==> src/rtl/ext_unit_if.sv <==
// -----------------------------------------------------------------------------
// ext_unit_if
// Handshake bundle for the immediate/data extender.
//   Upstream side : valid_i, d_i, mode_i (to the extender), ready_o (back)
//   Downstream    : valid_o, d_o (from the extender), ready_i (back)
// Modports:
//   slave  - the extender itself
//   master - the environment driving items in and draining results
// Parameters: IN (input field width), OUT (output word width).
// -----------------------------------------------------------------------------
interface ext_unit_if #(
  parameter int IN  = 16,
  parameter int OUT = 32
);
  logic           valid_i;
  logic           ready_o;
  logic [IN-1:0]  d_i;
  logic [1:0]     mode_i;
  logic           valid_o;
  logic           ready_i;
  logic [OUT-1:0] d_o;

  modport slave (
    input  valid_i,
    input  d_i,
    input  mode_i,
    input  ready_i,
    output ready_o,
    output valid_o,
    output d_o
  );

  modport master (
    output valid_i,
    output d_i,
    output mode_i,
    output ready_i,
    input  ready_o,
    input  valid_o,
    input  d_o
  );
endinterface

==> src/rtl/ext_unit.sv <==
// -----------------------------------------------------------------------------
// ext_unit
// Registered immediate/data extender with valid/ready flow control. Sits between
// instruction decode and the execute-stage operand mux. Each accepted IN-bit
// field is extended to OUT bits in one of four modes and stored in a register:
//   mode 00 sign   : sign-extend d_i
//   mode 01 zero   : zero-extend d_i
//   mode 10 upper  : d_i in the top IN bits, zeros below
//   mode 11 branch : sign-extend d_i, then shift left by 2 within OUT bits
//
// Ports:
//   clk_i    in  1   clock, rising edge
//   rst_n_i  in  1   synchronous active-low reset
//   bus      ext_unit_if.slave
//            valid_i/ready_o/d_i/mode_i : upstream handshake and item
//            valid_o/ready_i/d_o        : downstream handshake and result
//
// Build option:
//   EXT_UNIT_SKID_EN defined   : main + skid register; ready_o is a pure
//                                register output (no path from ready_i).
//   EXT_UNIT_SKID_EN undefined : single register; ready_o = !valid_o || ready_i.
//
// Parameters: IN (legal range 2 .. OUT-2), OUT.
// -----------------------------------------------------------------------------
module ext_unit #(
  parameter int IN  = 16,
  parameter int OUT = 32
) (
  input  logic       clk_i,
  input  logic       rst_n_i,
  ext_unit_if.slave  bus
);

  // State encoding doubles as the valid flags: bit0 = main valid, bit1 = skid
  // valid. FULL is never entered when the skid register is not built.
  typedef enum logic [1:0] {
    ST_EMPTY = 2'b00,
    ST_ONE   = 2'b01,
    ST_FULL  = 2'b11
  } state_t;

  state_t         r_state;
  state_t         w_state_nxt;
  logic [OUT-1:0] r_main;
  logic [OUT-1:0] w_ext;
  logic [OUT-1:0] w_main_src;
  logic           w_accept;
  logic           w_deliver;
  logic           w_ready;
  logic           w_main_ld;
`ifdef EXT_UNIT_SKID_EN
  logic [OUT-1:0] r_skid;
  logic           w_skid_ld;
  logic           w_main_from_skid;
`endif

  // Extension of one field; branch mode reuses the sign-extended value and the
  // left shift drops its top two bits naturally at OUT width.
  function automatic logic [OUT-1:0] ext_fn(input logic [IN-1:0] d,
                                            input logic [1:0]    mode);
    logic [OUT-1:0] sx;
    sx = {{(OUT-IN){d[IN-1]}}, d};
    case (mode)
      2'b00:   ext_fn = sx;
      2'b01:   ext_fn = {{(OUT-IN){1'b0}}, d};
      2'b10:   ext_fn = {d, {(OUT-IN){1'b0}}};
      2'b11:   ext_fn = sx << 2'd2;
      default: ext_fn = {OUT{1'b0}};
    endcase
  endfunction

  assign w_ext = ext_fn(bus.d_i, bus.mode_i);

`ifdef EXT_UNIT_SKID_EN
  // Ready only depends on the registered skid flag.
  assign w_ready = ~r_state[1];
`else
  // Single register: a slot frees up in the same cycle the result leaves.
  assign w_ready = ~r_state[0] | bus.ready_i;
`endif

  assign w_accept  = bus.valid_i & w_ready;
  assign w_deliver = r_state[0] & bus.ready_i;

  assign bus.ready_o = w_ready;
  assign bus.valid_o = r_state[0];
  assign bus.d_o     = r_main;

`ifdef EXT_UNIT_SKID_EN
  assign w_main_src = w_main_from_skid ? r_skid : w_ext;
`else
  assign w_main_src = w_ext;
`endif

  // Next-state and register-load decode.
  always_comb begin
    w_state_nxt = r_state;
    w_main_ld   = 1'b0;
`ifdef EXT_UNIT_SKID_EN
    w_skid_ld        = 1'b0;
    w_main_from_skid = 1'b0;
`endif
    case (r_state)
      ST_EMPTY: begin
        if (w_accept) begin
          w_state_nxt = ST_ONE;
          w_main_ld   = 1'b1;
        end else begin
          w_state_nxt = ST_EMPTY;
        end
      end
      ST_ONE: begin
        if (w_accept && w_deliver) begin
          // Old item leaves while the new one lands in main: no bubble.
          w_state_nxt = ST_ONE;
          w_main_ld   = 1'b1;
        end else if (w_deliver) begin
          w_state_nxt = ST_EMPTY;
`ifdef EXT_UNIT_SKID_EN
        end else if (w_accept) begin
          // main is stalled and must stay stable; park the new item.
          w_state_nxt = ST_FULL;
          w_skid_ld   = 1'b1;
`endif
        end else begin
          w_state_nxt = ST_ONE;
        end
      end
      ST_FULL: begin
`ifdef EXT_UNIT_SKID_EN
        if (w_deliver) begin
          w_state_nxt      = ST_ONE;
          w_main_ld        = 1'b1;
          w_main_from_skid = 1'b1;
        end else begin
          w_state_nxt = ST_FULL;
        end
`else
        w_state_nxt = ST_EMPTY;
`endif
      end
      default: begin
        w_state_nxt = ST_EMPTY;
      end
    endcase
  end

  // State and main result register.
  always_ff @(posedge clk_i) begin
    if (!rst_n_i) begin
      r_state <= ST_EMPTY;
      r_main  <= {OUT{1'b0}};
    end else begin
      r_state <= w_state_nxt;
      if (w_main_ld) begin
        r_main <= w_main_src;
      end
    end
  end

`ifdef EXT_UNIT_SKID_EN
  // Skid result register.
  always_ff @(posedge clk_i) begin
    if (!rst_n_i) begin
      r_skid <= {OUT{1'b0}};
    end else if (w_skid_ld) begin
      r_skid <= w_ext;
    end
  end
`endif

endmodule

==> src/flat_wrapper.sv <==
// flat-port wrapper written by rule: the top's interface ports become plain ports
module ext_unit_flat 
#(
  parameter int IN  = 16,
  parameter int OUT = 32
)
  (clk_i, rst_n_i, bus_valid_i, bus_d_i, bus_mode_i, bus_ready_i, bus_ready_o, bus_valid_o, bus_d_o);
  ext_unit_if #(.IN(IN), .OUT(OUT)) bus_i ();
  input  logic clk_i;
  input  logic rst_n_i;
  input wire logic [$bits(bus_i.valid_i)-1:0] bus_valid_i;
  input wire logic [$bits(bus_i.d_i)-1:0] bus_d_i;
  input wire logic [$bits(bus_i.mode_i)-1:0] bus_mode_i;
  input wire logic [$bits(bus_i.ready_i)-1:0] bus_ready_i;
  output wire logic [$bits(bus_i.ready_o)-1:0] bus_ready_o;
  output wire logic [$bits(bus_i.valid_o)-1:0] bus_valid_o;
  output wire logic [$bits(bus_i.d_o)-1:0] bus_d_o;
  assign bus_i.valid_i = bus_valid_i;
  assign bus_i.d_i = bus_d_i;
  assign bus_i.mode_i = bus_mode_i;
  assign bus_i.ready_i = bus_ready_i;
  assign bus_ready_o = bus_i.ready_o;
  assign bus_valid_o = bus_i.valid_o;
  assign bus_d_o = bus_i.d_o;
  ext_unit #(.IN(IN), .OUT(OUT)) u_core (.clk_i(clk_i), .rst_n_i(rst_n_i), .bus(bus_i));
endmodule
==> config.mk <==
export PLATFORM = sky130hd
export DESIGN_NAME = ext_unit_flat
export DESIGN_NICKNAME = d
export VERILOG_FILES = /design/src/rtl/ext_unit_if.sv /design/src/rtl/ext_unit.sv /design/src/flat_wrapper.sv
export SDC_FILE = /design/constraint.sdc
export NUM_CORES = 1
export LEC_CHECK = 0
export ABC_AREA = 1
export CORE_MARGIN = 8
export CORE_UTILIZATION = 30
export DETAILED_ROUTE_END_ITERATION = 6
export DONT_BUFFER_PORTS = 1
export GPL_TIMING_DRIVEN = 0
export SETUP_SLACK_MARGIN = 0.4
export SLEW_MARGIN = 20
export SYNTH_ARGS = -nofsm -noshare
export SYNTH_HDL_FRONTEND = slang
export SYNTH_SLANG_ARGS = --single-unit
==> constraint.sdc <==
create_clock -name clk_i -period 0.85 [get_ports clk_i]
set_input_delay 0.17 -clock clk_i [delete_from_list [all_inputs] [get_ports clk_i]]
set_output_delay 0.17 -clock clk_i [all_outputs]
set_load 0.05 [all_outputs]
==> key figures <==
Route
  • Initial drt markers: 74
  • Post-Route WL: 4717 µm
  • DRT Pass-1 Iters: 4
  • Via/cell ratio: 4.224
  • Detailed-route via count: between 1500 and 2000
  • Residual DRC: 0
  • DR WL/cell: 12.45 µm
  • Post-DRT Antenna Nets: 0

STA
  • Setup Skew: ~0.0039 ns
  • Fin crit share: 134.8%
  • Final hold vios: 0
  • Slew @ Worst Pin: 0.4778 ns
  • Final setup fails: 67
  • Pins over their slew limit: 0
  • Final worst slack: -0.2955 ns
  • RSZ-0062 raised after global routing: true
  • Min Tclk post-route: ~1.1 ns
  • F_max: 873.0 MHz
  • Min Hold Slack: 0.09008 ns
  • Max-slew headroom: around 68%

Clock tree
  • CTS Buf Count: 5
  • TritonCTS clock tree: done
  • Clk Latency, worst-skew pair: 0.28 ns
  • CTS clk-pin slew, worst paths: 0.07 ns
  • CTS Hold Bufs: 0
  • H-tree levels: 2
  • Max Buffers Root-to-Sink: 2
  • Clock Tree Root: clkbuf_8
  • TritonCTS Sinks: 33

Placed design
  • Placement Cell Area: 0.001952 mm²
  • Port-buffer cells: 0
  • Hpwl dp: 3695 µm
  • GPL Wtd Cong: 0.8477

GRT
  • Initial antenna violation count: 0
  • Vias in the first global route: ~1600
  • Pin count of the biggest net entering global routing: 11
  • First-pass GRT wire length: 7783 µm
  • Total global-route track usage: about an eighth
  • Global route overflow: 0

Critical path
  • RR Startpoint: u_core.r_state[0]
  • CP endpoint kind: flop
  • Worst R2R End: u_core.bus.d_o[15]
  • Worst EP arrival: 1.32 ns
  • Crit path kind: reg -> reg
  • CP required: 1.03 ns
  • FF-to-FF path depth: 6
  • Critical path launch point type: flop
  • CP max FO: 10
  • Reg2Reg Setup Slack: -0.30 ns

Cells and area
  • Most frequent cells in the layout: nand2_1, nor2_1, dfxtp_4
  • Design area: 0.002152 mm²
  • Final nets: 328
  • Storage element area: 784.5 µm²
  • Antenna Cells: 0
  • Layout cells sized above 1: 21.82%
  • Commonest non-fill, non-tap cell in the layout: nand2_1
  • Util after Layout: 39.32%
  • Fill cell count: 630
  • Multi-input logic area: 888.4 µm²
  • Area growth, synth to finish: 27.03%

Floorplanning
  • Die area: 0.008307 mm²
  • CORE AREA: roughly 0.0055 mm²
  • Initial cell density of the core: 30.96%
  • Die Height: 91.15 µm
  • Num rows: 27
  • Die width: 91.15 µm
  • I/O pin total: 56

Logic synthesis
  • Post-synth top area share: approximately two fifths
  • Distinct cells, synth: 13
  • Area of the mapped netlist: 0.001694 mm²
  • Syn Nets: 317
  • Post-synth top area cell: dfxtp_1
  • Synth area leaders: dfxtp_1, nand2_1, nor2_1
  • Synth Area in Adders: 0%
  • Simple-gate share of the synthesized area: approximately 48%
  • Mux contribution to synthesized area: 0%
  • Synth Area per Inst: 5.743 µm²
  • Yosys warnings: 0
  • Register area share after synthesis: 39.00%
  • Synth Area in Compound Gates: 0.7386%
  • Synthesized flop and latch total: 33
  • Largest family of logic cells by synthesized area: simple AND/OR/NAND/NOR gates
  • XOR/XNOR Fraction of Synth Area: 0%
  • Cells after Synth: 295

Power
  • Logic pwr share: ~15%
  • Cell Pwr Density: 1971 mW/mm²
  • Psw: 1.456 mW
  • Sequential share of power: 51.7%
  • Maximum VDD drop: 0.9320 mV
  • Sw frac: between 30 and 40%
  • Clock Power Share: about 34%
  • Leakage power: 1.087 nW
  • Internal Power: 2.786 mW

Status
  • Failing checks: setup timing
  • Status: complete, but fails checks

Hold path
  • Hold path start: bus_d_i[0]
  • Hold Crit Depth: 4
  • Hold Path Sink: u_core.bus.d_o[0]
  • Hold Crit Class: in -> reg

Job
  • Max_cap viols: 0
[state kept, by name, summed over array words and instances (netlist names)]
register	cells
u_core.bus.d_o	32
u_core.r_state	1
[layer usage]
layer	vias up	track usage [%]	share of wire, %	wire (µm)
li1	866	-	-	-
met1	678	12.69	41	1934
met2	51	18.50	45	2107
met3	6	7.407	13	607
met4	0	4.911	1.4	68
met5	-	0	0	0
[power by group through the flow]
stage | Combinational (mW) | Clock (mW) | Sequential (mW)
after global routing | 0.730 | 1.55 | 2.21
final | 0.622 | 1.43 | 2.19
after CTS | 0.628 | 1.48 | 2.20
after detailed placement | 0.581 | 0 | 2.24
after floorplan | 0.485 | 0 | 2.20
after global placement | 0.570 | 0 | 2.23
[cell families after synthesis]
logic type | count (synthesis)
simple gates | 213
buf+inv | 47
flops | 33
compound gates | 2
[how the worst max path moves through the flow]
stage,from,depth (start not counted),end
global placement,u_core.r_state[0],5,u_core.bus.d_o[30]
detailed placement,u_core.r_state[0],5,u_core.bus.d_o[30]
finish,u_core.r_state[0],6,u_core.bus.d_o[15]
CTS,u_core.r_state[0],6,u_core.bus.d_o[29]
global route,u_core.r_state[0],6,u_core.bus.d_o[26]
floorplan,u_core.r_state[0],6,u_core.bus.d_o[11]
[what timing repair did]
| item | in CTS | in global routing |
|---|---|---|
| resized for setup | 23 | 2 |
| setup endpoints to repair | 67 | 67 |
| cloned | 1 | 0 |
| buffers inserted | 3 | 0 |
| pin swaps | 2 | 0 |
[area by class of cell]
type / count / area share, %
Clock buffer: 6 / 3.372
Buffer: 14 / 5.640
Tap cell: 72 / 4.186
Sequential cell: 33 / 36.45
Inverter: 33 / 5.756
Timing Repair Buffer: 4 / 1.744
Clock inverter: 2 / 1.570
Multi-Input combinational cell: 215 / 41.28
[synthesized netlist by cell type]
cell type,number
nand2_1,145
nor2_1,65
dfxtp_1,33
inv_1,31
buf_2,7
clkbuf_1,4
buf_6,2
inv_2,2
nor2_4,2
a21boi_0,1
a21oi_1,1
buf_4,1
nand2_2,1
[stage by stage]
| stage | instances | setup TNS (ns) | worst slack, ns | power, mW |
|---|---|---|---|---|
| after floorplan | 295 | -6.505 | -0.2182 | 2.682 |
| final | 379 | -10.54 | -0.2955 | 4.242 |
| after CTS | 379 | -11.52 | -0.3074 | 4.316 |
| after detailed placement | 367 | -9.490 | -0.3677 | 2.819 |
| after global routing | 379 | -13.35 | -0.3759 | 4.497 |
| after global placement | 367 | -9.154 | -0.3579 | 2.803 |
[critical path, cell delays in order, from the launching register on]
cell     delay [ns]
dfxtp_4        0.49
nand2_8        0.14
nand2_8        0.12
buf_6          0.13
nand2_1        0.06
nand2_1        0.05
nor2_1         0.04
No activity file was read; power rests on OpenSTA's default activity.
